===== config.mk =====
export PLATFORM = sky130hd
export DESIGN_NAME = uge_window_max
export DESIGN_NICKNAME = d
export VERILOG_FILES = /design/src/rtl/uge_window_max.sv
export SDC_FILE = /design/constraint.sdc
export NUM_CORES = 1
export LEC_CHECK = 0
export ABC_AREA = 1
export ABC_CLOCK_PERIOD_IN_PS = 1100
export BUFFER_PORTS_ARGS = -buffer_cell sky130_fd_sc_hd__clkbuf_2
export CELL_PAD_IN_SITES_DETAIL_PLACEMENT = 1
export CELL_PAD_IN_SITES_GLOBAL_PLACEMENT = 1
export CORE_ASPECT_RATIO = 1.25
export CORE_MARGIN = 1.5
export CORE_UTILIZATION = 33
export CTS_CLUSTER_DIAMETER = 150
export CTS_CLUSTER_SIZE = 16
export DETAILED_ROUTE_END_ITERATION = 10
export PLACE_DENSITY = 0.76
export SYNTH_ARGS = -nofsm -noshare
export SYNTH_HDL_FRONTEND = slang
export SYNTH_SLANG_ARGS = --single-unit
export TNS_END_PERCENT = 5

===== constraint.sdc =====
create_clock -name CLK -period 1.1 [get_ports CLK]
set_input_delay 0.11 -clock CLK [delete_from_list [all_inputs] [get_ports CLK]]
set_output_delay 0.11 -clock CLK [all_outputs]
set_load 0.1 [all_outputs]

===== src/rtl/uge_window_max.sv =====
// ---------------------------------------------------------------------------
// uge_window_max
//   Streaming window-maximum stage. Takes unsigned samples over a valid/ready
//   handshake and tracks the running maximum with an unsigned >= compare, so a
//   tie replaces the stored value and O_idx names the last occurrence. After
//   WINDOW accepted samples it presents the maximum and its in-window index,
//   and holds them until the consumer takes the result.
//
//   Optional feature (compile-time macro UGE_WINDOW_MAX_OVERLAP_EN):
//     defined   - a new sample may be accepted in the same cycle the held
//                 result transfers, giving 1 sample/cycle sustained.
//     undefined - input is stalled for the whole hold phase, which costs one
//                 bubble cycle per window.
//
// Ports
//   CLK          clock, rising edge
//   ASYNCRESETN  asynchronous active-low reset
//   I            sample data (WIDTH bits, unsigned)
//   I_valid      sample valid
//   I_ready      block can accept a sample (0 while in reset)
//   O            window maximum (keeps the last result until the next window)
//   O_idx        index 0..WINDOW-1 of the reported maximum
//   O_valid      result valid
//   O_ready      consumer accepts the result
// ---------------------------------------------------------------------------
module uge_window_max #(
    parameter int WIDTH  = 2,
    parameter int WINDOW = 4,
    localparam int IDXW  = (WINDOW > 1) ? $clog2(WINDOW) : 1
) (
    input  logic             CLK,
    input  logic             ASYNCRESETN,
    input  logic [WIDTH-1:0] I,
    input  logic             I_valid,
    output logic             I_ready,
    output logic [WIDTH-1:0] O,
    output logic [IDXW-1:0]  O_idx,
    output logic             O_valid,
    input  logic             O_ready
);

    typedef enum logic [0:0] {
        ACCUM = 1'b0,
        HOLD  = 1'b1
    } state_t;

    localparam logic [IDXW-1:0]  LAST_IDX = IDXW'(WINDOW - 1);
    localparam logic [IDXW-1:0]  ONE_IDX  = IDXW'(1);
    localparam logic [IDXW-1:0]  ZERO_IDX = IDXW'(0);
    localparam logic [WIDTH-1:0] ZERO_VAL = WIDTH'(0);

    state_t           state_r;
    state_t           state_nxt_s;
    logic [IDXW-1:0]  count_r;
    logic [IDXW-1:0]  count_nxt_s;
    logic [WIDTH-1:0] max_r;
    logic [WIDTH-1:0] max_nxt_s;
    logic [IDXW-1:0]  idx_r;
    logic [IDXW-1:0]  idx_nxt_s;
    logic [WIDTH-1:0] o_r;
    logic [WIDTH-1:0] o_nxt_s;
    logic [IDXW-1:0]  o_idx_r;
    logic [IDXW-1:0]  o_idx_nxt_s;
    logic [WIDTH-1:0] cand_max_s;
    logic [IDXW-1:0]  cand_idx_s;
    logic             ready_s;
    logic             accept_s;
    logic             xfer_s;
    logic             last_s;

`ifdef UGE_WINDOW_MAX_OVERLAP_EN
    // The hold slot frees up in the same cycle the consumer takes it.
    assign ready_s = (state_r == ACCUM) | ((state_r == HOLD) & O_ready);
`else
    assign ready_s = (state_r == ACCUM);
`endif

    // Gate with the reset pin so ready drops the instant reset asserts.
    assign I_ready  = ready_s & ASYNCRESETN;
    assign accept_s = I_valid & I_ready;
    assign xfer_s   = (state_r == HOLD) & O_ready;
    assign last_s   = (count_r == LAST_IDX);

    assign O       = o_r;
    assign O_idx   = o_idx_r;
    assign O_valid = (state_r == HOLD);

    // Maximum/index the window would hold if the current sample is accepted.
    // count is 0 whenever a sample lands as index 0 (also in HOLD with overlap).
    always_comb begin
        cand_max_s = max_r;
        cand_idx_s = idx_r;
        if (count_r == ZERO_IDX) begin
            cand_max_s = I;
            cand_idx_s = ZERO_IDX;
        end else if (I >= max_r) begin
            cand_max_s = I;
            cand_idx_s = count_r;
        end else begin
            cand_max_s = max_r;
            cand_idx_s = idx_r;
        end
    end

    // Next-state and datapath update for the window FSM.
    always_comb begin
        state_nxt_s = state_r;
        count_nxt_s = count_r;
        max_nxt_s   = max_r;
        idx_nxt_s   = idx_r;
        o_nxt_s     = o_r;
        o_idx_nxt_s = o_idx_r;
        if (accept_s) begin
            max_nxt_s = cand_max_s;
            idx_nxt_s = cand_idx_s;
            if (last_s) begin
                count_nxt_s = ZERO_IDX;
                state_nxt_s = HOLD;
                o_nxt_s     = cand_max_s;
                o_idx_nxt_s = cand_idx_s;
            end else begin
                count_nxt_s = count_r + ONE_IDX;
                state_nxt_s = ACCUM;
            end
        end else if (xfer_s) begin
            state_nxt_s = ACCUM;
        end else begin
            state_nxt_s = state_r;
        end
    end

    // State and datapath registers.
    always_ff @(posedge CLK or negedge ASYNCRESETN) begin
        if (!ASYNCRESETN) begin
            state_r <= ACCUM;
            count_r <= ZERO_IDX;
            max_r   <= ZERO_VAL;
            idx_r   <= ZERO_IDX;
            o_r     <= ZERO_VAL;
            o_idx_r <= ZERO_IDX;
        end else begin
            state_r <= state_nxt_s;
            count_r <= count_nxt_s;
            max_r   <= max_nxt_s;
            idx_r   <= idx_nxt_s;
            o_r     <= o_nxt_s;
            o_idx_r <= o_idx_nxt_s;
        end
    end

endmodule


==> Word level (Yosys, flattened, before mapping) <==
Index checks and enable logic that the tools add are counted.
{ "word_totals": {"latchBits": 0, "in_bits": 6, "mem_bits_rw": 0, "mem_count": 0, "reg_bits": 11, "romBits": 0, "out_inout_bits": 6} }
{ "op_classes": {"n_shift": 0, "n_bitwise": 4, "mux": 8, "n_div": 0, "eq_ne": 1, "order_cmp": 1, "addsub": 1, "multipliers": 0, "n_reduce_logical": 3} }
{ "ops": {"columns": ["operator", "n"], "rows": [
  ["2-bit two-way mux", 5],
  ["1-bit AND", 3],
  ["1-bit two-way mux", 3],
  ["2-bit by 1-bit adder with 2-bit output (second input constant)", 1],
  ["2-bit equality test (second input constant)", 1],
  ["2-bit >= comparator", 1],
  ["2-bit logical NOT", 1],
  ["2-bit AND reduction", 1],
  ["2-bit nonzero test", 1],
  ["1-bit NOT", 1]
]} }

==> Longest topological paths before layout <==
{ "depth": {"word_depth": 4, "depth_mapped": 9} }

==> Worst setup path after synthesis <==
OpenSTA, ideal clock, no wires.
{ "synth_timing": {"path_kind": "reg2out", "start": "register state_r, in the netlist O_valid", "end": "output I_ready", "setup_slack_ns": -1.176, "arrival_time_ns": 2.166, "stages_incl_launch_ff": 2, "t_required_ns": 0.990, "n_path_buf": 0, "cell_sequence": "dfrtp_1 -> nor2_1"} }
{ "synth_via": {"elab_chain_len": 2} }
{ "synth_lines": {"columns": ["item", "line", "rtl"], "rows": [
  ["start: declaration", "52", "state_t state_r;"],
  ["start signal: assignment", "142", "state_r <= state_nxt_s;"],
  ["1-bit NOT", "75", "assign ready_s = (state_r == ACCUM);"],
  ["1-bit AND", "79", "assign I_ready = ready_s & ASYNCRESETN;"],
  ["end: declaration", "35", "output logic I_ready,"]
]} }
No other way between the ends.

==> Final worst setup path <==
{ "layout_timing": {"start": "register max_r[0]", "end": "register o_idx_r[0], in the netlist O_idx[0]"} }
{ "layout_via": {"elab_chain_len": 3} }
{ "layout_lines": {"columns": ["item", "line", "rtl"], "rows": [
  ["start: declaration", "56", "logic [WIDTH-1:0] max_r;"],
  ["start signal: assignment", "144", "max_r <= max_nxt_s;"],
  ["2-bit >= comparator", "96", "end else if (I >= max_r) begin"],
  ["2-bit two-way mux", "96", null],
  ["2-bit two-way mux", "93", "if (count_r == ZERO_IDX) begin"],
  ["end signal: assignment", "147", "o_idx_r <= o_idx_nxt_s;"],
  ["end: declaration", "62", "logic [IDXW-1:0] o_idx_r;"]
]} }
No other way between the ends.
A chain may end at the register's enable or synchronous reset.

==> impl_metrics.ini <==
[status]
status = complete, but fails checks
violations = negative setup slack

[global_route]
antenna_found_initial = 0
grtUsageTotal_pct = 19.3
grt_pass1_wl_mm = 2.84
grt_overflow = 0
grt_pass1_vias = 634
grt_max_degree = 10

[drt]
postRouteAntennaNets = 0
avgRoutedWirePerCell_um = 14.0
viasPerCell = 4.90
dr.pass1.iters = 3
drt-total-wl_mm = 1.70
via_count = 598
drc = 0
drt_first_iter_violations = 2

[yosys]
synth.area.mux_share_pct = 0
synth_edf_count = 0
synth_flop_cell = dfrtp_1
ys_types = 11
synth_xor_area_share_pct = 0
yosysWarnings = 0
synth_top_family_by_area = simple AND/OR/NAND/NOR gates
synth_fa_ha_area_share_pct = 10.2
synth_cells = 76
postSynth.asyncResetShare_pct = 100
synthTopCellsByArea = dfrtp_1, nand2_1, ha_1
yosys.area_share.simple_pct = 30.1
synth-compound-area-share_pct = 4.10
seq_area_frac_synth_pct = 45.1
yosysMostFrequentCell = nand2_1
synth_top_cell_by_area = dfrtp_1
synth_top_area_share_pct = 45.1
synth_commonest_cells = nand2_1, inv_1, dfrtp_1, nand3_1
synth_seq_cells = 11
syn_avg_cell_area_sq_um = 8.03
syn_nets = 87
syn_area_sq_um = 611

[layout]
num_antenna_cells = 0
area_growth_pct = 54.7
drive_gt1_share_pct = 35.0
nNetsFinal = 115
final_core_util_pct = 54.2

[timing]
finalSetupViolCount = 11
fin_hold_ws_ps = 207
final_max_slew_viol_count = 0
rsz0062_at_grt = yes
min_period_over_period_pct = 120
fmax_mhz = 756
setup_ws_ps = -224
clock_skew_ps = 2.10
slew_headroom_pct = 82.6
hold_viol = 0
period_needed_ps = 1320
tightest_slew_ps = 261

[clocking]
root_buffer = clkbuf_4
numCtsBuffers = 3
cts_tree = yes
cts_sinks = 11
clk_latency_ps = 290
clkTransAtPathRegs_ps = 70
htreeDepth = 1
clockBufferDepth = 2

[power]
p_per_area_nw_per_um2 = 3160
vdd_drop_max_v = 0.00116
power_mw = 2.98
p_leak_nw = 0.496

[die]
start_util_pct = 35.0
core_sq_um = 1740
rows = 17
die_w_um = 41.5
die-area_sq_um = 2120
fp.dieH_um = 51.1
io_pins = 12

[worst_setup_path]
path_max_fanout = 5
endpoint_kind = flop
start_kind = flop
cp.arrival_ps = 1550
crit_type = flop to flop
critical_path_required_ps = 1330

[placed_design]
hpwl_mm = 1.31
globalplace.congestion = 0.811
port_buffers = 11

[run]
cap_viol_max_count = 0

[worst_hold_path]
holdCritPathClass = input port to flop
==> what timing repair did <==
| item | 4_1_cts | 5_1_grt |
|---|---|---|
| cloned | 0 | 0 |
| setup endpoints to repair | 10 | 13 |
| hold buffers | 2 | 0 |
| hold endpoints to repair | 12 | 0 |
| resized for setup | 7 | 5 |
| pin swaps | 2 | 4 |
| buffers inserted | 1 | 1 |
==> kinds of logic (layout without fill, tap and decap cells) <==
group | count (synthesis) | in the layout
AOI/OAI and AO/OA | 5 | 5
buffers and inverters | 17 | 44
adders and majority gates | 5 | 5
DFF | 11 | 11
and+or+nand+nor | 38 | 38
==> cell usage in the layout (no fill, tap or decap), drive strengths merged <==
cell type    Yosys  layout
clkbuf           0       9
o21ai            5       5
dlygate4sd3      0       2
inv             17      17
dfrtp           11      11
nand2           24      24
nand4            5       5
buf              0      16
ha               5       5
nor2             2       2
nand3            7       7
==> through the flow <==
step | instance area (sq um) | instances | setup TNS (ps) | worst slack [ps]
6_report | 945 | 122 | -1570 | -224
5_1_grt | 945 | 122 | -2670 | -339
3_5_place_dp | 851 | 114 | -1260 | -233
2_1_floorplan | 622 | 76 | -1090 | -145
3_3_place_gp | 851 | 114 | -778 | -151
4_1_cts | 916 | 121 | -1550 | -220
==> sequential cells by signal (all words and copies together), names as in the netlist <==
signal	flops
O_valid	1
idx_r	2
O_idx	2
max_r	2
O	2
count_r	2
==> metal layers <==
layer  part of all wire [%]  up-vias  track usage (%)  wire, um
met5                      0        -                0         0
met4                    4.1        0             12.9        70
met3                    3.2        7             5.30        55
met2                     57       14             35.7       974
met1                     35      285             18.2       602
li1                       -      292                -         -
==> layout make-up <==
class                           count  area, sq um
Fill cell                         206          800
Multi-Input combinational cell     48          303
Sequential cell                    11          279
Timing Repair Buffer               23          244
Inverter                           17         68.8
Clock buffer                        4         26.3
Tap cell                           19         23.8
==> final timing paths <==
kind | slack (ps) | cells after the start | endpoint | from
worst min register to register | 500 | 2 | idx_r[1] | idx_r[1]
worst max-delay path | -220 | 8 | O_idx[0] | max_r[0]
max in group asynchronous | 430 | 3 | idx_r[1] | ASYNCRESETN
worst min-delay path | 210 | 5 | max_r[0] | I[0]
min in group asynchronous | 280 | 2 | O_valid | ASYNCRESETN
worst max register to register | -220 | 8 | O_idx[0] | max_r[0]
==> power breakdown <==
part,total [mW],switching [mW],internal (mW)
clock network,0.301,0.160,0.141
registers,0.733,0.142,0.592
logic,1.95,1.22,0.734
total,2.98,1.52,1.47
==> worst max-delay path: stages (launching register included) <==
cell and delay [ps]:
dfrtp_1 410, ha_1 280, inv_1 60, nand2_1 50
nand2_2 110, nand2_2 80, nand2_2 80, nand4_1 110
nand2_1 100
(Power assumes the default switching activity.)
